## config.mk

```make
export PLATFORM = sky130hd
export DESIGN_NAME = gen_multitap
export DESIGN_NICKNAME = d
export VERILOG_FILES = /design/src/rtl/gen_mtap_pkg.sv /design/src/rtl/mtap_ack_timer.sv /design/src/rtl/gen_multitap.sv
export SDC_FILE = /design/constraint.sdc
export NUM_CORES = 1
export LEC_CHECK = 0
export CORE_MARGIN = 2
export CORE_UTILIZATION = 25
export CTS_BUF_LIST = sky130_fd_sc_hd__clkbuf_2 sky130_fd_sc_hd__clkbuf_4 sky130_fd_sc_hd__clkbuf_8
export CTS_CLUSTER_DIAMETER = 40
export DETAILED_ROUTE_END_ITERATION = 10
export GPL_TIMING_DRIVEN = 0
export PLACE_DENSITY = 0.51
export SETUP_SLACK_MARGIN = 0.02
export SLEW_MARGIN = 20
export SYNTH_ARGS = -nofsm -noshare
export SYNTH_HDL_FRONTEND = slang
export SYNTH_SLANG_ARGS = --single-unit
```

## constraint.sdc

```tcl
create_clock -name CLK -period 7.5 [get_ports CLK]
set_input_delay 1.5 -clock CLK [delete_from_list [all_inputs] [get_ports CLK]]
set_output_delay 1.5 -clock CLK [all_outputs]
set_load 0.03 [all_outputs]
```

## src/rtl/gen_mtap_pkg.sv

```systemverilog
// Shared types and constants for the four-slot multitap: frame states, nibble codes,
// pad word bit positions and the per-phase nibble packing.
package gen_mtap_pkg;

  typedef enum logic [2:0] {IDLE, HEADER, TYPES, DATA, END} state_t;

  localparam logic [3:0] HDR0      = 4'h3;
  localparam logic [3:0] HDR1      = 4'hF;
  localparam logic [3:0] HDR2      = 4'h0;
  localparam logic [3:0] HDR3      = 4'h0;
  localparam logic [3:0] TYPE_NONE = 4'hF;
  localparam logic [3:0] TYPE_3B   = 4'h0;
  localparam logic [3:0] TYPE_6B   = 4'h1;
  localparam logic [3:0] NIB_END   = 4'hF;

  localparam int IDX_FIRST_TYPE = 4;
  localparam int IDX_FIRST_DATA = 8;
  localparam int MAX_DATA       = 12;

  localparam int BTN_UP    = 0;
  localparam int BTN_DOWN  = 1;
  localparam int BTN_LEFT  = 2;
  localparam int BTN_RIGHT = 3;
  localparam int BTN_A     = 4;
  localparam int BTN_B     = 5;
  localparam int BTN_C     = 6;
  localparam int BTN_START = 7;
  localparam int BTN_MODE  = 8;
  localparam int BTN_X     = 9;
  localparam int BTN_Y     = 10;
  localparam int BTN_Z     = 11;

  function automatic logic [3:0] type_nib(input logic en, input logic six);
    if (!en)     return TYPE_NONE;
    else if (six) return TYPE_6B;
    else         return TYPE_3B;
  endfunction

  function automatic logic [3:0] phase_nib(input logic [11:0] w, input logic [1:0] ph);
    case (ph)
      2'd0:    return {w[BTN_RIGHT], w[BTN_LEFT], w[BTN_DOWN], w[BTN_UP]};
      2'd1:    return {w[BTN_START], w[BTN_A], w[BTN_C], w[BTN_B]};
      default: return {w[BTN_MODE], w[BTN_X], w[BTN_Y], w[BTN_Z]};
    endcase
  endfunction

endpackage

```

## src/rtl/mtap_ack_timer.sv

```systemverilog
// Acknowledge delay: load arms DELAY CE ticks, expire pulses on the last one; clr drops it at once.
// No backpressure; load is ignored while a count is running.
module mtap_ack_timer #(
  parameter int unsigned DELAY = 32
) (
  input  logic CLK,
  input  logic RESET,
  input  logic ce,
  input  logic clr,
  input  logic load,
  output logic expire,
  output logic idle
);

  logic [7:0] cnt;

  always_ff @(posedge CLK) begin
    if (RESET || clr) begin
      cnt <= '0;
    end else if (ce) begin
      if (load && cnt == 8'd0) cnt <= 8'(DELAY);
      else if (cnt != 8'd0)    cnt <= cnt - 8'd1;
    end
  end

  assign expire = ce && !clr && (cnt == 8'd1);
  assign idle   = (cnt == 8'd0);

endmodule

```

## src/rtl/gen_multitap.sv

```systemverilog
// Four-pad multitap: TH starts a frame, each TR toggle returns the next nibble with TL after ACK_DELAY CE.
// DO is registered; the host paces the stream, an unanswered TR edge simply stays pending.
module gen_multitap
  import gen_mtap_pkg::*;
#(
  parameter int unsigned ACK_DELAY = 32,
  parameter int unsigned TH_FILTER = 4
) (
  input  logic        CLK,
  input  logic        RESET,
  input  logic        CE,
  input  logic [3:0]  PAD_EN,
  input  logic [3:0]  PAD_6B,
  input  logic [47:0] PAD_BTN,
  input  logic        TH,
  input  logic        TR,
  output logic [4:0]  DO,
  output logic        BUSY
);

  logic       thf;
  logic [3:0] thf_cnt;

  always_ff @(posedge CLK) begin
    if (RESET) begin
      thf     <= 1'b1;
      thf_cnt <= '0;
    end else if (CE) begin
      if (TH != thf) begin
        if (thf_cnt == 4'(TH_FILTER - 1)) begin
          thf     <= TH;
          thf_cnt <= '0;
        end else begin
          thf_cnt <= thf_cnt + 4'd1;
        end
      end else begin
        thf_cnt <= '0;
      end
    end
  end

  state_t                      state, state_nxt;
  logic [4:0]                  idx, idx_nxt;
  logic [4:0]                  do_q, do_nxt;
  logic [3:0]                  en_q, en_nxt, six_q, six_nxt;
  logic [MAX_DATA-1:0][3:0]    tbl_d, tbl_q, tbl_nxt;
  logic [3:0]                  nd_d, nd_q, nd_nxt;
  logic                        tmr_clr, tmr_load, tmr_expire, tmr_idle;

  // Data nibble order {slot, phase}, compacted over present slots at frame start.
  always_comb begin
    tbl_d = '0;
    nd_d  = '0;
    for (int s = 0; s < 4; s++) begin
      for (int p = 0; p < 3; p++) begin
        if (PAD_EN[s] && (p < 2 || PAD_6B[s])) begin
          tbl_d[nd_d] = {2'(s), 2'(p)};
          nd_d        = nd_d + 4'd1;
        end
      end
    end
  end

  logic [4:0] end_idx, idx_adv, didx;
  logic [3:0] ent, nib_adv;

  assign end_idx = 5'(IDX_FIRST_DATA) + {1'b0, nd_q};
  assign idx_adv = (idx < end_idx) ? idx + 5'd1 : idx;
  assign didx    = idx_adv - 5'(IDX_FIRST_DATA);
  assign ent     = (didx < 5'(MAX_DATA)) ? tbl_q[didx[3:0]] : 4'h0;

  always_comb begin
    nib_adv = NIB_END;
    if (idx_adv < 5'(IDX_FIRST_TYPE)) begin
      case (idx_adv[1:0])
        2'd0:    nib_adv = HDR0;
        2'd1:    nib_adv = HDR1;
        2'd2:    nib_adv = HDR2;
        default: nib_adv = HDR3;
      endcase
    end else if (idx_adv < 5'(IDX_FIRST_DATA)) begin
      nib_adv = type_nib(en_q[idx_adv[1:0]], six_q[idx_adv[1:0]]);
    end else if (idx_adv < end_idx) begin
      nib_adv = phase_nib(PAD_BTN[12*ent[3:2] +: 12], ent[1:0]);
    end
  end

  function automatic state_t state_of(input logic [4:0] i, input logic [4:0] e);
    if (i < 5'(IDX_FIRST_TYPE))      return HEADER;
    else if (i < 5'(IDX_FIRST_DATA)) return TYPES;
    else if (i < e)                  return DATA;
    else                             return END;
  endfunction

  always_comb begin
    state_nxt = state;
    idx_nxt   = idx;
    do_nxt    = do_q;
    en_nxt    = en_q;
    six_nxt   = six_q;
    tbl_nxt   = tbl_q;
    nd_nxt    = nd_q;
    tmr_clr   = 1'b0;
    tmr_load  = 1'b0;
    if (state == IDLE) begin
      do_nxt  = {1'b1, HDR0};
      idx_nxt = '0;
      if (!thf) begin
        state_nxt = HEADER;
        do_nxt    = {TR, HDR0};
        en_nxt    = PAD_EN;
        six_nxt   = PAD_6B;
        tbl_nxt   = tbl_d;
        nd_nxt    = nd_d;
      end
    end else if (thf) begin
      state_nxt = IDLE;
      idx_nxt   = '0;
      do_nxt    = {1'b1, HDR0};
      tmr_clr   = 1'b1;
    end else begin
      tmr_load = (TR != do_q[4]) && tmr_idle;
      // A TR that toggled back before expiry leaves nothing to acknowledge.
      if (tmr_expire && TR != do_q[4]) begin
        idx_nxt   = idx_adv;
        do_nxt    = {TR, nib_adv};
        state_nxt = state_of(idx_adv, end_idx);
      end
    end
  end

  always_ff @(posedge CLK) begin
    if (RESET) begin
      state <= IDLE;
      idx   <= '0;
      do_q  <= {1'b1, HDR0};
      en_q  <= '0;
      six_q <= '0;
      tbl_q <= '0;
      nd_q  <= '0;
    end else begin
      state <= state_nxt;
      idx   <= idx_nxt;
      do_q  <= do_nxt;
      en_q  <= en_nxt;
      six_q <= six_nxt;
      tbl_q <= tbl_nxt;
      nd_q  <= nd_nxt;
    end
  end

  mtap_ack_timer #(.DELAY(ACK_DELAY)) u_ack_timer (
    .CLK    (CLK),
    .RESET  (RESET),
    .ce     (CE),
    .clr    (tmr_clr),
    .load   (tmr_load),
    .expire (tmr_expire),
    .idle   (tmr_idle)
  );

  assign DO   = do_q;
  assign BUSY = (state != IDLE);

endmodule

```

==> impl_results.md, run 1 <==
* Netlist Area Pre-Place at just over 7000 um^2
* Pre-CTS setup slack at -1.10 ns
* Layout Cells excl Fill at around 1400
* Final routed DRC violation total at 0
* Grt ovf at 0
* I/O Buffers at 63
* Highest net fanout along the worst path at 8
* Io pins at 67
* WP data required at roughly 7.7 ns
* Max Fclk at ~0.15 GHz
* Vias in the first global route at approximately 7000
* Crit-path cells: dlymetal6s2s_1 > inv_1 > ha_1 > ha_1 > mux2_4 > inv_1 > ha_1 > a21o_1 > ha_1 > a21o_1 > ha_1 > mux2_2 > a21oi_4 > ha_1 > nand3b_1 > nor2_1 > xnor3_2 > nand2_2 > o21ai_2 > nor3_4 > a211oi_2
* Worst clock skew at 0.0177 ns
* CTS Hold Bufs at 0
* CTS buffer count at 9
* Die Y at 174 um
* Post-route ant nets at 0
* DR pass1 iterations at 7
* CP peak stage delay at 0.44 ns
* DR iter-0 viols at 640
* CTS HTree Levels at 3
* Worst path arrival time at 7.12 ns
* Worst VDD drop at 0.0000770 V
* Fin. max-slew vios at 0
* Flops & latches, synth at 86
* Rows at 62
* Final wirelength at ~26 mm
* Yosys Warn Count at 0
* Crit end category: flip-flop
* Maximum clock path buffer count at 2
* Clk pin slew, worst setup/hold paths at between 0.1 and 0.15 ns
* Final #Nets at 1112
* CTS root buffer: clkbuf_8
* Placed Instances at approximately 1400
* Synth Instances at just over 900
* GPL Wtd Cong at 0.907
* Worst min path class: flip-flop to flip-flop
* Initial core utilization at between 20 and 30%
* First-pass GRT wire length at just over 40 mm
* Die X at ~170 um
* Most used cell, CP: ha_1
* Cell at the slowest stage of the critical path: dlymetal6s2s_1
* Initial antenna violation count at 0
* DIE AREA at between 30000 and 40000 um^2
* Lkg Pwr at 3.07 nW
* Area of the core at roughly 29000 um^2
* RSZ-0062 raised after global routing: no
* Overall power at 1.22 mW
* EDFF count, synth at 0
* Status: complete, no violations
* TNS Setup at 0 ns
* Setup slack after layout at 0.626 ns
* Clock sink total at 86
* Setup-failing EPs final at 0
* Clk Latency, worst-skew pair at ~0.4 ns
* Sequential fraction of the synthesis area at a little under a quarter
* CP Launch Type: primary input
* Avg Cell Area, Syn at 7.81 um^2
* Distinct cells, synth at 89
* Slew @ Worst Pin at around 1.1 ns
* Largest net degree at the start of global routing at 19
* Fin crit period at ~6.9 ns
* Vias/cell at ~5.2
* Wire per inst at 18.7 um
* CTS tree: built
* FFs w/ async S/R, synth at 0%
* GRT Overall Usage at approximately 17%
* Final Hold Viols at 0
* Via count at around 7300
* Postcts setup bufs at 0
* Final HPWL DP at 20.8 mm
* Slew Limit Headroom at around 25%
* Setup Crit Path Kind: primary input to flip-flop
* Fin crit share at 91.7%
* Ys flop type: dfxtp_1
* Layout cells sized above 1 at a little under an eighth
* Max-Cap Viols at 0
* Power Density at 141 nW/um^2
* Syn Nets at between 1000 and 1500
* P&R area growth vs syn at 19.0%
## cells in the mapped netlist, types with 4 or more instances
| library cell | count | area share [%] |
|---|---|---|
| o22ai_1 | 12 | 1.0 |
| xnor2_1 | 12 | 1.4 |
| o21a_1 | 9 | 0.93 |
| mux4_2 | 8 | 2.5 |
| o21ai_2 | 9 | 1.1 |
| nor2_1 | 118 | 6.1 |
| o21ai_1 | 6 | 0.41 |
| a211oi_2 | 8 | 1.4 |
| xor2_1 | 10 | 1.2 |
| nor3_2 | 6 | 0.83 |
| or2_2 | 4 | 0.35 |
| or3_1 | 9 | 0.78 |
| and3_1 | 13 | 1.1 |
| and2_1 | 5 | 0.43 |
| o2111ai_1 | 10 | 1.2 |
| inv_1 | 38 | 2.0 |
| a2bb2oi_1 | 6 | 0.72 |
| a21oi_1 | 58 | 4.0 |
| buf_4 | 5 | 0.52 |
| nand3_1 | 28 | 1.9 |
| a31oi_1 | 14 | 1.2 |
| a21o_1 | 8 | 0.83 |
| nor4_1 | 6 | 0.52 |
| nand2b_1 | 7 | 0.60 |
| nand4_1 | 9 | 0.78 |
| a22oi_1 | 8 | 0.83 |
| ha_1 | 48 | 8.3 |
| mux2_2 | 9 | 1.4 |
| nor2b_1 | 13 | 1.1 |
| o211ai_1 | 9 | 0.93 |
| nor3_1 | 43 | 3.0 |
| clkbuf_1 | 28 | 1.4 |
| a311oi_1 | 6 | 0.72 |
| mux2i_1 | 14 | 1.9 |
| a211oi_1 | 22 | 2.3 |
| o21ai_0 | 30 | 2.1 |
| o21bai_1 | 9 | 0.93 |
| dfxtp_1 | 86 | 24 |
| nand2_1 | 103 | 5.3 |
| o31ai_1 | 4 | 0.41 |
| buf_6 | 4 | 0.62 |
| buf_1 | 4 | 0.21 |
## report_power, final
| part | leakage [nW] | internal [mW] | switching (mW) |
|---|---|---|---|
| Clock | 0.102 | 0.132 | 0.212 |
| Sequential | 0.694 | 0.472 | 0.0131 |
| Combinational | 2.27 | 0.149 | 0.242 |
## final timing paths
| check | from | end | slack [ns] | cells after the start |
|---|---|---|---|---|
| hold reg to reg | en_q[1] | en_q[1] | 0.46 | 2 |
| setup reg to reg | idx[2] | DO[3] | 2.95 | 17 |
| setup / recovery | PAD_EN[0] | tbl_q[22] | 0.63 | 21 |
| hold / removal | en_q[1] | en_q[1] | 0.46 | 2 |
## final cells by class
type,instances,area [um^2]
tap,384,480
buffer,44,221
antenna,1,2.50
multi-input combinational,759,5210
clock buffer,9,124
timing repair buffer,63,636
inverter,40,158
sequential,86,1720
fill,3079,20000
clock inverter,7,76.3
## cell families after synthesis
group                      Yosys count  share of synthesized area [%]
DFF                                 86                           23.7
xor gates and xnor gates            28                           4.57
buffers and inverters               84                           5.18
and+or+nand+nor                    379                           24.7
AOI/OAI and AO/OA                  269                           26.9
adders and majority gates           48                           8.28
muxes                               35                           6.63
## through the flow
step,instance area [um^2],hold WS [ns],utilization (%)
after floorplan,7250,0.431,-
after global placement,8360,0.442,29.2
after detailed placement,8360,0.447,29.2
after CTS,8580,0.462,30.0
after global routing,8630,0.483,30.2
final,8630,0.461,30.2
## sequential cells by signal, indices dropped and copies added, names as in the netlist
| name | count |
|---|---|
| nd_q | 4 |
| tbl_q | 48 |
| idx | 5 |
| thf_cnt | 4 |
| thf | 1 |
| en_q | 4 |
| DO | 5 |
| u_ack_timer.cnt | 8 |
| six_q | 4 |
| state | 3 |
## cell usage in the layout (no fill, tap or decap), types with 22 or more instances in the layout
| cell | netlist | final |
|---|---|---|
| ha_1 | 48 | 48 |
| clkbuf_1 | 28 | 27 |
| o21ai_0 | 30 | 30 |
| a21oi_1 | 58 | 56 |
| nor2_1 | 118 | 117 |
| nor3_1 | 43 | 40 |
| a211oi_1 | 22 | 22 |
| nand3_1 | 28 | 28 |
| dfxtp_1 | 86 | 86 |
| clkdlybuf4s50_1 | 0 | 61 |
| inv_1 | 38 | 38 |
| nand2_1 | 103 | 103 |
## worst max-delay path, delay by kind of cell
kind,cells,cell delay [ns]
mux,2,0.61
simple gates,4,1.04
xor+xnor,1,0.37
buf+inv,3,0.73
fa+ha+maj,6,1.90
compound gates,5,0.97
## layer usage
layer	up-vias	GRT usage, %	part of all wire, %	wire length [um]
met2	177	27.8	46	12100
met5	-	0	0	0
met4	0	5.18	2.2	576
li1	3554	-	-	-
met1	3514	23.1	47	12200
met3	38	2.38	4.4	1150
## timing repair
| action | 4_1_cts | 5_1_grt |
|---|---|---|
| resized for setup | 4 | 12 |
| gates cloned | 0 | 0 |
| pin swaps | 0 | 0 |
| endpoints found under the setup margin | 50 | 44 |
Power figures use the tool's default switching activity.
==> inputs of run 2 (changes only) <==
Settings changed: CTS_CLUSTER_SIZE from default to 14, TNS_END_PERCENT from default to 50.
==> results of run 2 <==
Final layout, timing and power as in run 1 (identical DEF).
